### src/rtl/logicnet_input_quantizer_pkg.sv
// Shared definitions for the LogicNet input quantizer: default widths,
// threshold count, FSM state encoding and a reference quantization function.
package logicnet_pkg;

    localparam int BW_DEFAULT     = 2;
    localparam int FEAT_W_DEFAULT = 16;
    localparam int NUM_THR        = (2 ** BW_DEFAULT) - 1;

    typedef enum logic [1:0] {
        COLLECT = 2'd0,
        HOLD    = 2'd1,
        FULL    = 2'd2
    } inq_state_t;

    // Thermometer-style code: how many thresholds the value reaches or exceeds.
    // Threshold order does not matter; each comparison is counted on its own.
    function automatic logic [BW_DEFAULT-1:0] quant_code(
        input logic [FEAT_W_DEFAULT-1:0]         value,
        input logic [NUM_THR*FEAT_W_DEFAULT-1:0] thr_vec
    );
        logic [BW_DEFAULT-1:0] cnt;
        cnt = {BW_DEFAULT{1'b0}};
        for (int k = 0; k < NUM_THR; k++) begin
            if (value >= thr_vec[k*FEAT_W_DEFAULT +: FEAT_W_DEFAULT]) begin
                cnt = cnt + {{(BW_DEFAULT-1){1'b0}}, 1'b1};
            end else begin
                cnt = cnt;
            end
        end
        return cnt;
    endfunction

endpackage

### src/rtl/logicnet_thermo_quant.sv
// Combinational comparator bank plus popcount: turns one raw feature value
// and its row of thresholds into a BW-bit quantized code.
module logicnet_thermo_quant
    import logicnet_pkg::*;
#(
    parameter int FEAT_W = 16,
    parameter int BW     = 2
) (
    input  logic [FEAT_W-1:0]              value,
    input  logic [(2**BW-1)*FEAT_W-1:0]    thr_row,
    output logic [BW-1:0]                  code
);

    localparam int NTHR = (2 ** BW) - 1;

    generate
        if ((FEAT_W == FEAT_W_DEFAULT) && (BW == BW_DEFAULT)) begin : g_pkg
            assign code = quant_code(value, thr_row);
        end else begin : g_loop
            // Generic-width comparator bank and popcount
            always_comb begin
                code = {BW{1'b0}};
                for (int k = 0; k < NTHR; k++) begin
                    if (value >= thr_row[k*FEAT_W +: FEAT_W]) begin
                        code = code + BW'(1'b1);
                    end else begin
                        code = code;
                    end
                end
            end
        end
    endgenerate

endmodule

### src/rtl/logicnet_input_quantizer.sv
// LogicNet input quantizer: accepts raw features one per beat, quantizes each
// against its programmable thresholds and packs the codes into one layer-0
// input vector presented on a valid/ready port.
// Optional build macro: LOGICNET_INQ_DOUBLE_BUFFER_EN adds a separate
// assembly register so the next vector can be collected while the previous
// one waits on the output.
module logicnet_input_quantizer
    import logicnet_pkg::*;
#(
    parameter int NUM_FEATURES = 32,
    parameter int FEAT_W       = 16,
    parameter int BW           = BW_DEFAULT
) (
    input  logic                              clk,
    input  logic                              rst,
    input  logic                              s_valid,
    output logic                              s_ready,
    input  logic [FEAT_W-1:0]                 s_data,
    input  logic                              s_last,
    input  logic                              thr_we,
    input  logic [$clog2(NUM_FEATURES)-1:0]   thr_feat,
    input  logic [BW-1:0]                     thr_sel,
    input  logic [FEAT_W-1:0]                 thr_data,
    output logic                              m_valid,
    input  logic                              m_ready,
    output logic [NUM_FEATURES*BW-1:0]        m_data,
    output logic                              err_frame
);

    localparam int                IDX_W    = $clog2(NUM_FEATURES);
    localparam int                NTHR     = (2 ** BW) - 1;
    localparam int                DATA_W   = NUM_FEATURES * BW;
    localparam int                ROW_W    = NTHR * FEAT_W;
    localparam logic [IDX_W-1:0]  LAST_IDX = IDX_W'(NUM_FEATURES - 1);

    inq_state_t          state_r, state_next_s;
    logic [IDX_W-1:0]    idx_r, idx_next_s;
    logic [DATA_W-1:0]   data_r, data_next_s, merged_s;
    logic                m_valid_r, m_valid_next_s;
    logic                s_ready_r, s_ready_next_s;
    logic                err_frame_r, err_frame_next_s;
    logic                accept_s;
    logic [ROW_W-1:0]    thr_r [NUM_FEATURES];
    logic [ROW_W-1:0]    thr_row_s;
    logic [BW-1:0]       q_s;
`ifdef LOGICNET_INQ_DOUBLE_BUFFER_EN
    logic [DATA_W-1:0]   asm_r, asm_next_s;
    logic                out_free_s;
`endif

    assign accept_s  = s_valid & s_ready_r;
    assign thr_row_s = thr_r[idx_r];

    assign s_ready   = s_ready_r;
    assign m_valid   = m_valid_r;
    assign m_data    = data_r;
    assign err_frame = err_frame_r;

    logicnet_thermo_quant #(
        .FEAT_W (FEAT_W),
        .BW     (BW)
    ) u_quant (
        .value   (s_data),
        .thr_row (thr_row_s),
        .code    (q_s)
    );

    // Threshold table; the quantizer reads the registered value, so a write
    // only affects beats accepted on later cycles. Index NTHR is not a slot.
    always_ff @(posedge clk) begin
        if (rst) begin
            for (int f = 0; f < NUM_FEATURES; f++) begin
                thr_r[f] <= {ROW_W{1'b0}};
            end
        end else if (thr_we && (thr_sel != {BW{1'b1}})) begin
            thr_r[thr_feat][thr_sel*FEAT_W +: FEAT_W] <= thr_data;
        end
    end

    // Splice the code of the current beat into the vector being assembled
    always_comb begin
`ifdef LOGICNET_INQ_DOUBLE_BUFFER_EN
        merged_s = asm_r;
`else
        merged_s = data_r;
`endif
        merged_s[idx_r*BW +: BW] = q_s;
    end

`ifdef LOGICNET_INQ_DOUBLE_BUFFER_EN
    assign out_free_s = ~m_valid_r | m_ready;

    // Next-state logic with separate assembly and output registers
    always_comb begin
        state_next_s     = state_r;
        idx_next_s       = idx_r;
        data_next_s      = data_r;
        asm_next_s       = asm_r;
        m_valid_next_s   = m_valid_r & ~m_ready;
        err_frame_next_s = 1'b0;
        case (state_r)
            COLLECT: begin
                if (accept_s) begin
                    if (idx_r == LAST_IDX) begin
                        idx_next_s       = {IDX_W{1'b0}};
                        err_frame_next_s = ~s_last;
                        if (out_free_s) begin
                            data_next_s    = merged_s;
                            m_valid_next_s = 1'b1;
                        end else begin
                            asm_next_s   = merged_s;
                            state_next_s = FULL;
                        end
                    end else if (s_last) begin
                        idx_next_s       = {IDX_W{1'b0}};
                        err_frame_next_s = 1'b1;
                    end else begin
                        asm_next_s = merged_s;
                        idx_next_s = idx_r + IDX_W'(1'b1);
                    end
                end else begin
                    state_next_s = COLLECT;
                end
            end
            FULL: begin
                if (out_free_s) begin
                    data_next_s    = asm_r;
                    m_valid_next_s = 1'b1;
                    state_next_s   = COLLECT;
                end else begin
                    state_next_s = FULL;
                end
            end
            default: begin
                state_next_s = COLLECT;
            end
        endcase
        s_ready_next_s = (state_next_s == COLLECT);
    end
`else
    // Next-state logic with a single register that assembles and then holds
    always_comb begin
        state_next_s     = state_r;
        idx_next_s       = idx_r;
        data_next_s      = data_r;
        m_valid_next_s   = m_valid_r;
        err_frame_next_s = 1'b0;
        case (state_r)
            COLLECT: begin
                if (accept_s) begin
                    if (idx_r == LAST_IDX) begin
                        data_next_s      = merged_s;
                        idx_next_s       = {IDX_W{1'b0}};
                        m_valid_next_s   = 1'b1;
                        err_frame_next_s = ~s_last;
                        state_next_s     = HOLD;
                    end else if (s_last) begin
                        idx_next_s       = {IDX_W{1'b0}};
                        err_frame_next_s = 1'b1;
                    end else begin
                        data_next_s = merged_s;
                        idx_next_s  = idx_r + IDX_W'(1'b1);
                    end
                end else begin
                    state_next_s = COLLECT;
                end
            end
            HOLD: begin
                if (m_ready) begin
                    m_valid_next_s = 1'b0;
                    idx_next_s     = {IDX_W{1'b0}};
                    state_next_s   = COLLECT;
                end else begin
                    state_next_s = HOLD;
                end
            end
            default: begin
                state_next_s = COLLECT;
            end
        endcase
        s_ready_next_s = (state_next_s == COLLECT);
    end
`endif

    // State, index and output registers
    always_ff @(posedge clk) begin
        if (rst) begin
            state_r     <= COLLECT;
            idx_r       <= {IDX_W{1'b0}};
            data_r      <= {DATA_W{1'b0}};
            m_valid_r   <= 1'b0;
            s_ready_r   <= 1'b0;
            err_frame_r <= 1'b0;
`ifdef LOGICNET_INQ_DOUBLE_BUFFER_EN
            asm_r       <= {DATA_W{1'b0}};
`endif
        end else begin
            state_r     <= state_next_s;
            idx_r       <= idx_next_s;
            data_r      <= data_next_s;
            m_valid_r   <= m_valid_next_s;
            s_ready_r   <= s_ready_next_s;
            err_frame_r <= err_frame_next_s;
`ifdef LOGICNET_INQ_DOUBLE_BUFFER_EN
            asm_r       <= asm_next_s;
`endif
        end
    end

endmodule

### config.mk
export PLATFORM = sky130hd
export DESIGN_NAME = logicnet_input_quantizer
export DESIGN_NICKNAME = d
export VERILOG_FILES = /design/src/rtl/logicnet_input_quantizer_pkg.sv /design/src/rtl/logicnet_thermo_quant.sv /design/src/rtl/logicnet_input_quantizer.sv
export SDC_FILE = /design/constraint.sdc
export NUM_CORES = 2
export LEC_CHECK = 0
export BUFFER_PORTS_ARGS = -buffer_cell sky130_fd_sc_hd__buf_2
export CORE_MARGIN = 5
export CORE_UTILIZATION = 40
export CTS_BUF_LIST = sky130_fd_sc_hd__clkbuf_8 sky130_fd_sc_hd__clkbuf_16
export DETAILED_ROUTE_END_ITERATION = 8
export PLACE_DENSITY = 0.58
export REMOVE_ABC_BUFFERS = 1
export SYNTH_ARGS = -nofsm -noshare
export SYNTH_HDL_FRONTEND = slang
export SYNTH_SLANG_ARGS = --single-unit
### constraint.sdc
create_clock -name clk -period 10.4 [get_ports clk]
set_input_delay 2.08 -clock clk [delete_from_list [all_inputs] [get_ports clk]]
set_output_delay 2.08 -clock clk [all_outputs]
set_load 0.01 [all_outputs]
==> reports/results.txt <==
Final ANT Viol Nets: 0
Clock sinks: 1615
Hold/Removal Path Class: flip-flop to flip-flop
# DRC: 0
Remaining global-route overflow: 0
Pins over their slew limit: 0
Vias/cell: 5.78
Slew HR: 0.202
Setup Fix Bufs, Post-CTS: 0
Netlist Area Pre-Place: 70900 um^2
Drt total wl: 213 mm
Setup WS post-layout: 4.17 ns
Initial antenna violation count: 7
Ys Warns: 0
PnR Total Power: 14.3 mW
P_leak: 24.1 nW
Status: finished clean
Ys async rst share: 0
Vias in the first global route: 41253
First-pass GRT wire length: 305 mm
I/O pin count: 112
Highest clock rate: 161 MHz
Largest net degree at the start of global routing: 114
CP Launch Type: flip-flop
Initial DRC Count: 5071
Setup crit end kind: flip-flop
Most frequent cell after synthesis: nor2_1
Hold Buf Count CTS: 0
Final setup fails: 0
CTS H-tree depth: 4
Pre-antenna DRT Iters: 6
EDFF count, synth: 1536
Worst hold margin: 0.470 ns
Synth Flop Type: edfxtp_1
Num rows: 154
Worst Setup Path Type: flip-flop to flip-flop
Core area: 176000 um^2
Chip Width: 431 um
Crit-path max FO: 51
Die area: 186000 um^2
Dpl ws: 4.16 ns
# Max-Cap Violations: 0
Syn avg cell area: 14.7 um^2
WL/cell: 29.1 um
Commonest cells in the netlist: nor2_1, edfxtp_1, mux4_2
Post-synth top area share: 0.651
Hold Vio Cnt, Final: 0
Worst skew pair latency: 0.80 ns
Root Buffer: clkbuf_16
Area grow syn2layout: 11.9%
Largest area contributor in the netlist: edfxtp_1
Post-synthesis cell type count: 60
Starting Density: 0.402
Period utilization: 0.599
Setup repair after global routing missed its margin: false
IO buf count: 111
Non-filler cells, final: 7325
Layout Skew: 0.0400 ns
Final nets: 4943
Worst VDD drop: 0.170 mV
Num CTS Buffers: 170
Tmin final: 6.23 ns
Clock Tree Buf Depth: 3
Area contributors post-synth: edfxtp_1, mux4_2, nor2_1
DPL Wire Length: 135 mm
WP data arrival: 6.90 ns
Setup TNS: 0 ns
DR vias: 42318
Clock transition at path regs: 0.06 ns
Cts repair resizes: 0
CTS tree: done
Register area share after synthesis: 0.673
Worst-margin pin slew: 1.20 ns
Tot GR Track Use: 0.226
Cell count after placement: 7004
Share of post-route cells with drive strength above 1: 0.202
Cells after Synth: 4808
Worst Path Required: 11.07 ns
GP Congestion: 0.876
Power per cell area: 180 nW/um^2
Yosys reg bits: 1615
Die Y-Extent: 431 um
==> metal layers <==
metal / global-route usage / routed length (um)
met1: 0.307 / 84300
met2: 0.372 / 105000
met3: 0.0370 / 16500
met4: 0.0815 / 7940
met5: 0 / 0
==> path summary, 6_finish.rpt <==
path         slack [ns]      start   endpoint  cells past startpoint
min                0.47    m_valid    m_valid                      2
max                4.17  flip-flop  m_data[7]                     19
max reg2reg        4.17  flip-flop  m_data[7]                     19
min reg2reg        0.47    m_valid    m_valid                      2
==> registers in the layout (all words and copies together), names as in the netlist, named ones only <==
register	cells
err_frame	1
idx_r	5
state_r	2
thr_r	1536
m_valid	1
m_data	64
s_ready	1
==> cell type report <==
type	instances	area (um^2)
fill	15433	97000
sequential	1615	47700
multi-input combinational	2773	21500
clock buffer	174	4350
tap	2340	2930
timing repair buffer	266	1780
clock inverter	140	978
inverter	10	37.5
antenna	7	17.5
==> cell usage in the layout, fill, tap and decap left out, types with 21 or more instances in the layout <==
cell	n
a21oi_1	21
buf_2	110
buf_4	151
clkbuf_16	174
clkinv_1	36
clkinv_2	30
dfxtp_1	74
edfxtp_1	1536
ha_1	62
inv_1	59
mux2i_1	47
mux4_2	480
nand2_1	202
nand2b_1	103
nand3b_1	70
nor2_1	1599
o21ai_0	23
==> power by group <==
group / leakage [nW] / internal [mW] / switching (mW)
combinational: 6.11 / 0.328 / 0.608
clock: 2.81 / 3.28 / 2.58
sequential: 15.2 / 7.41 / 0.0871
total: 24.1 / 11.0 / 3.27
==> through the flow <==
step	util	area, um^2
2_1_floorplan	-	69200
3_3_place_gp	0.420	74000
3_5_place_dp	0.420	74000
4_1_cts	0.450	79300
5_1_grt	0.450	79300
6_report	0.450	79300
==> kinds of logic (layout without fill, tap and decap cells) <==
family | Yosys count | in the layout | share of synthesized area
DFF | 1615 | 1615 | 0.673
and+or+nand+nor | 2046 | 2046 | 0.118
other | 1 | 8 | 0.0000529
adders and majority gates | 62 | 62 | 0.0109
AOI/OAI and AO/OA | 129 | 129 | 0.0133
muxes | 530 | 530 | 0.160
xor gates and xnor gates | 5 | 5 | 0.000724
buffers and inverters | 420 | 590 | 0.0240
==> critical path: stages (launching register included) <==
cell,delay (ns)
dfxtp_4,0.52
buf_4,0.43
buf_4,0.74
mux4_2,0.43
mux4_2,0.53
mux2i_1,0.19
ha_1,0.28
a21o_1,0.16
a21o_1,0.17
a21oi_1,0.16
nor2_1,0.05
a2111oi_0,0.54
o22a_1,0.39
ha_1,0.31
inv_1,0.06
or2_2,0.29
o2bb2ai_1,0.17
a31oi_2,0.18
nand4_1,0.32
o21ai_0,0.11
Power figures use the tool's default switching activity.
